[config.mk]
export PLATFORM = sky130hd
export DESIGN_NAME = tq_qp_ctrl
export DESIGN_NICKNAME = d
export VERILOG_FILES = /design/src/rtl/tq_qp_ctrl.sv
export SDC_FILE = /design/constraint.sdc
export NUM_CORES = 1
export LEC_CHECK = 0
export CAP_MARGIN = 0
export CORE_AREA = 2 2 65 98
export DETAILED_ROUTE_END_ITERATION = 6
export DIE_AREA = 0 0 67 100
export HOLD_SLACK_MARGIN = 0.12
export MAX_ROUTING_LAYER = met4
export PLACE_DENSITY_LB_ADDON = 0.1
export SKIP_CTS_REPAIR_TIMING = 1
export SYNTH_ARGS = -nofsm -noshare
export SYNTH_HDL_FRONTEND = slang
export SYNTH_SLANG_ARGS = --single-unit
[constraint.sdc]
create_clock -name clk -period 3.48 [get_ports clk]
set_input_delay 0.696 -clock clk [delete_from_list [all_inputs] [get_ports clk]]
set_output_delay 0.696 -clock clk [all_outputs]
set_load 0.1 [all_outputs]
[src/rtl/tq_qp_ctrl.sv]
// tq_qp_ctrl: per-CU quantization-parameter sequencer.
// Keeps the slice QP predictor, applies each CU's delta-QP with modular wrap,
// then derives qp/6 and qp%6 by repeated subtraction before presenting
// {qp, div, mod} to the quant datapath over a valid/ready handshake.
module tq_qp_ctrl #(
   parameter int MAX_QP = 51,
   parameter int QP_W   = 6,
   parameter int DQP_W  = 7,
   parameter int CNT_W  = 16
) (
   input  logic             clk,
   input  logic             rst_n,
   input  logic             slice_start_i,
   input  logic [QP_W-1:0]  slice_qp_i,
   input  logic             cu_valid_i,
   output logic             cu_ready_o,
   input  logic             cu_dqp_en_i,
   input  logic [DQP_W-1:0] cu_dqp_i,
   output logic             qp_valid_o,
   input  logic             qp_ready_i,
   output logic [QP_W-1:0]  qp_o,
   output logic [3:0]       qp_div_o,
   output logic [2:0]       qp_mod_o,
   output logic             dqp_err_o,
   output logic             busy_o,
   output logic [CNT_W-1:0] cu_cnt_o
);

   localparam int SUM_W   = QP_W + 3;
   localparam int DQP_MIN = -((MAX_QP + 1) / 2);
   localparam int DQP_MAX = MAX_QP / 2;
   localparam logic [QP_W-1:0]         MAX_QP_V = QP_W'(MAX_QP);
   localparam logic signed [SUM_W-1:0] MAX_S    = SUM_W'(MAX_QP);
   localparam logic signed [SUM_W-1:0] MOD_S    = SUM_W'(MAX_QP + 1);
   localparam logic [QP_W-1:0]         SIX      = QP_W'(6);

   typedef enum logic [1:0] {IDLE, CALC, OUT} state_t;

   state_t                  state, state_nxt;
   logic [QP_W-1:0]         pred;
   logic [QP_W-1:0]         rem;
   logic [QP_W-1:0]         slice_clamped;
   logic [QP_W-1:0]         pred_eff;
   logic [QP_W-1:0]         qp_new;
   logic signed [DQP_W-1:0] dqp_s;
   logic signed [SUM_W-1:0] d_ext;
   logic signed [SUM_W-1:0] sum;
   logic signed [SUM_W-1:0] wrapped;
   logic                    dqp_ok;
   logic                    cu_hs;
   logic                    out_hs;

   assign cu_ready_o = (state == IDLE);
   assign qp_valid_o = (state == OUT);
   assign busy_o     = (state != IDLE);
   assign cu_hs      = cu_valid_i & cu_ready_o;
   assign out_hs     = qp_valid_o & qp_ready_i;

   // Resolve the CU QP: a slice start in the same cycle overrides the stored
   // predictor, out-of-range deltas are treated as zero, and the sum wraps
   // modulo MAX_QP+1 in either direction.
   always_comb begin
      slice_clamped = (slice_qp_i > MAX_QP_V) ? MAX_QP_V : slice_qp_i;
      pred_eff      = slice_start_i ? slice_clamped : pred;
      dqp_s         = $signed(cu_dqp_i);
      dqp_ok        = (int'(dqp_s) >= DQP_MIN) && (int'(dqp_s) <= DQP_MAX);
      d_ext         = '0;
      if (cu_dqp_en_i && dqp_ok)
         d_ext = {{(SUM_W-DQP_W){cu_dqp_i[DQP_W-1]}}, cu_dqp_i};
      sum     = $signed({3'b000, pred_eff}) + d_ext;
      wrapped = sum;
      if (sum < 0)
         wrapped = sum + MOD_S;
      else if (sum > MAX_S)
         wrapped = sum - MOD_S;
      qp_new = wrapped[QP_W-1:0];
   end

   // State register.
   always_ff @(posedge clk or negedge rst_n) begin
      if (!rst_n)
         state <= IDLE;
      else
         state <= state_nxt;
   end

   // Next-state decode: accept a CU, divide until the remainder drops below
   // six, then wait for the quant datapath to take the result.
   always_comb begin
      state_nxt = state;
      case (state)
         IDLE:    if (cu_hs) state_nxt = CALC;
         CALC:    if (rem < SIX) state_nxt = OUT;
         OUT:     if (out_hs) state_nxt = IDLE;
         default: state_nxt = IDLE;
      endcase
   end

   // Predictor, QP result, subtract-by-six divider and error pulse.
   always_ff @(posedge clk or negedge rst_n) begin
      if (!rst_n) begin
         pred      <= '0;
         rem       <= '0;
         qp_o      <= '0;
         qp_div_o  <= '0;
         qp_mod_o  <= '0;
         dqp_err_o <= 1'b0;
      end else begin
         dqp_err_o <= cu_hs & cu_dqp_en_i & ~dqp_ok;
         if (cu_hs) begin
            pred     <= qp_new;
            qp_o     <= qp_new;
            rem      <= qp_new;
            qp_div_o <= '0;
         end else if (slice_start_i) begin
            pred <= slice_clamped;
         end
         if (state == CALC) begin
            if (rem >= SIX) begin
               rem      <= rem - SIX;
               qp_div_o <= qp_div_o + 4'd1;
            end else begin
               qp_mod_o <= rem[2:0];
            end
         end
      end
   end

   // Delivered-QP counter; a slice start restarts it, counting an output
   // handshake that lands in the same cycle.
   always_ff @(posedge clk or negedge rst_n) begin
      if (!rst_n)
         cu_cnt_o <= '0;
      else if (slice_start_i)
         cu_cnt_o <= out_hs ? CNT_W'(1) : '0;
      else if (out_hs)
         cu_cnt_o <= cu_cnt_o + CNT_W'(1);
   end

endmodule

==> reports/metrics.csv <==
stage,metric,value,unit
floorplan,FP Rows,35,
min_path,worst hold path type,register to register,
detailed_routing,1st-iter DRT viols,103,
floorplan,I/O pin cnt,52,
sta,actual slew at the worst max-slew pin,0.9894,ns
final_layout,"commonest non-fill, non-tap cell in the layout",buf_4,
detailed_routing,DR WL/cell,15.11,um
sta,Final setup viols,0,
detailed_routing,antenna-violating nets left,0,
setup_path,Setup crit end kind,register,
synth,Mapped Nets,342,
synth,cell taking the most area after synthesis,dfrtp_1,
synth,cells after synthesis,310,
synth,synth unique cells,56,
synth,Syn Std Cell Area,0.002868,sq mm
grt,initial antenna violation count,0,
sta,Clock Skews,0.01035,ns
grt,vias in the first global route,2546,
sta,Slew HR,33.84,%
setup_path,crit path launch type,input pin,
floorplan,die width,67,um
detailed_routing,number of detailed-route iterations in the first pass,4,
sta,Max Clock Freq,0.2899,GHz
synth,largest cells by area after synthesis,"dfrtp_1 38%, ha_1 5.2%, nor2_1 5.0%",
sta,RSZ-0062 raised after global routing,true,
final_layout,nets,443,
power,Leak Pwr,1.922,nW
synth,post-synthesis sequential area ratio,38.39,%
clock_network,clock tree sinks,44,
floorplan,Die ar.,0.006700,sq mm
setup_path,Worst EP required,3.65,ns
final_layout,post-layout util,68.80,%
setup_path,critical-path maximum fanout,7,
clock_network,clk slew on worst S/H paths,0.09,ns
run_status,run status,finished clean,
synth,"EDFF count, synth",0,
grt,first-pass GRT wire length,11770,um
setup_path,Critical Setup Path Class,input pin to register,
flow_run,total of max-cap violations,0,
clock_network,CTS tree,yes,
power,Cell Pwr Density,789.6,mW/mm^2
place,IO Port Bufs,51,
synth,post-synth top area share,38.39,%
sta,final worst slack,0.03046,ns
final_layout,ANT cells,0,
final_layout,area occupied by multi-input gates,0.001831,sq mm
final_layout,Area Overhead vs Synth,42.89,%
synth,Yosys reg bits,44,
synth,"FFs w/ async S/R, synth",100.0,%
place,routability cong.,0.8726,
floorplan,initial core utilization,48.15,%
sta,fin crit share,99.12,%
sta,Setup Total Neg Slack,0,ns
sta,Max Transition Viols Final,0,
detailed_routing,drt via density,5.393,
sta,crit path time final,3.450,ns
floorplan,die height,100,um
clock_network,clock tree buffer depth,2,
clock_network,Worst-Skew Late Latency,0.30,ns
synth,synth warn,0,
synth,Mean Syn Cell Area,9.251,sq um
clock_network,CTS buffer count,5,
final_layout,register area,0.001101,sq mm
synth,"Top FF cell, synth",dfrtp_1,
place,DP Wirelength,5816,um
detailed_routing,DRC errors left,0,
final_layout,Filler Cell Count,502,
floorplan,core area,0.005956,sq mm
setup_path,crit path cell chain,buf_8 > a211oi_4 > nor2_1 > a21oi_2 > nor2b_2 > and2_4 > ha_4 > fa_2 > a211o_1 > o211ai_2 > nand2_4 > o41ai_4 > o31ai_4 > mux2i_1 > o2111ai_1,
setup_path,CP arrival,3.62,ns
final_layout,layout cell share with drive strength beyond 1,31.80,%
sta,final hold violations,0,
detailed_routing,total number of vias,2621,
grt,total track usage,23.60,%
power,VDD IR max,0.4301,mV
grt,largest net degree at the start of global routing,45,
detailed_routing,DRT Wirelength,7345,um
place,pre-CTS setup slack,-0.7889,ns
final_layout,most frequent cells in the layout,"68 x buf_4, 44 x dfrtp_1, 34 x nor2_1, 33 x nand2_1, 28 x clkdlybuf4s50_1",
setup_path,Crit path largest cell delay,0.41,ns
clock_network,H-tree levels,2,
clock_network,clock root buffer,clkbuf_8,
grt,total gr overflow,0,
setup_path,slowest CP cell,fa_2,
## cells in the mapped netlist (3+ instances only)
library cell  count
clkbuf_1          6
a211oi_2          3
xor2_1            9
nand4_1           6
mux2i_1           7
inv_1             5
a21o_1            6
and3_1            7
xnor2_1           3
nor2_1           38
nor3_1            9
o21ai_0          14
ha_1             12
dfrtp_1          44
o21ai_1           4
and2_1            9
nand3_1          14
nand2_1          35
mux2_2            6
buf_6             3
a21oi_1          10
or3_1             8
a211o_1           4
nand2b_1          5
## layer usage
| layer | vias up | global-route usage [%] | part of all wire [%] |
|---|---|---|---|
| met5 | - | - | 0 |
| met3 | 8 | 2.578 | 2.1 |
| met2 | 39 | 42.04 | 55 |
| met1 | 1257 | 26.85 | 41 |
| met4 | 0 | 8.006 | 1.6 |
| li1 | 1317 | - | - |
## power breakdown
part           internal (mW)  switching, mW  leakage [nW]
Clock                  0.235          0.179        0.0614
Sequential             0.671          0.103         0.561
Combinational          0.719           1.33          1.30
Total                   1.62           1.61          1.92
## final timing paths
kind	from	to	slack [ns]	cells past startpoint
worst min-delay path	rem[0]$_DFFE_PN0P_	rem[0]$_DFFE_PN0P_	0.48	1
min in group asynchronous	rst_n	cu_cnt_o[4]$_DFFE_PN0P_	0.53	1
worst max-delay path	cu_dqp_i[1]	rem[3]$_DFF_PN0_	0.03	15
worst max register to register	pred[0]$_DFF_PN0_	rem[3]$_DFF_PN0_	0.60	10
max in group asynchronous	rst_n	pred[0]$_DFF_PN0_	2.34	1
worst min register to register	rem[0]$_DFFE_PN0P_	rem[0]$_DFFE_PN0P_	0.48	1
## state kept, by name (all words and copies together), names as in the netlist
signal / count
qp_mod_o: 3
qp_o: 6
rem: 6
dqp_err_o: 1
pred: 6
qp_div_o: 4
cu_cnt_o: 16
state: 2
## through the flow
step	instances	cell area (sq um)	power, mW	hold slack [ns]
final	486	4098	3.236	0.4783
after global placement	475	3857	2.756	0.4555
after detailed placement	475	3857	2.786	0.4617
after global routing	486	4098	3.424	0.5010
after CTS	483	3979	3.203	0.4821
after floorplan	310	2979	2.223	0.4004
## cell families after synthesis
| group | after synthesis | synth area share (%) |
|---|---|---|
| xor gates and xnor gates | 12 | 3.665 |
| buffers and inverters | 21 | 4.188 |
| DFF | 44 | 38.39 |
| adders and majority gates | 13 | 5.934 |
| muxes | 13 | 4.799 |
| AOI/OAI and AO/OA | 70 | 20.33 |
| and+or+nand+nor | 137 | 22.69 |
## final cells by class
| class | instances | share of cell area (%) |
|---|---|---|
| clock buffer | 6 | 2.015 |
| tap | 74 | 2.260 |
| sequential | 44 | 26.87 |
| inverter | 7 | 0.6412 |
| clock inverter | 2 | 0.9466 |
| multi-input combinational | 245 | 44.67 |
| timing repair buffer | 108 | 22.60 |
## critical path: cells and delay by family
family	cells	cell delay (ns)
and+or+nand+nor	4	0.44
adders and majority gates	2	0.58
muxes	1	0.23
buffers and inverters	1	0.10
AOI/OAI and AO/OA	7	1.57
Note: power is estimated with default switching activity, not from simulation.
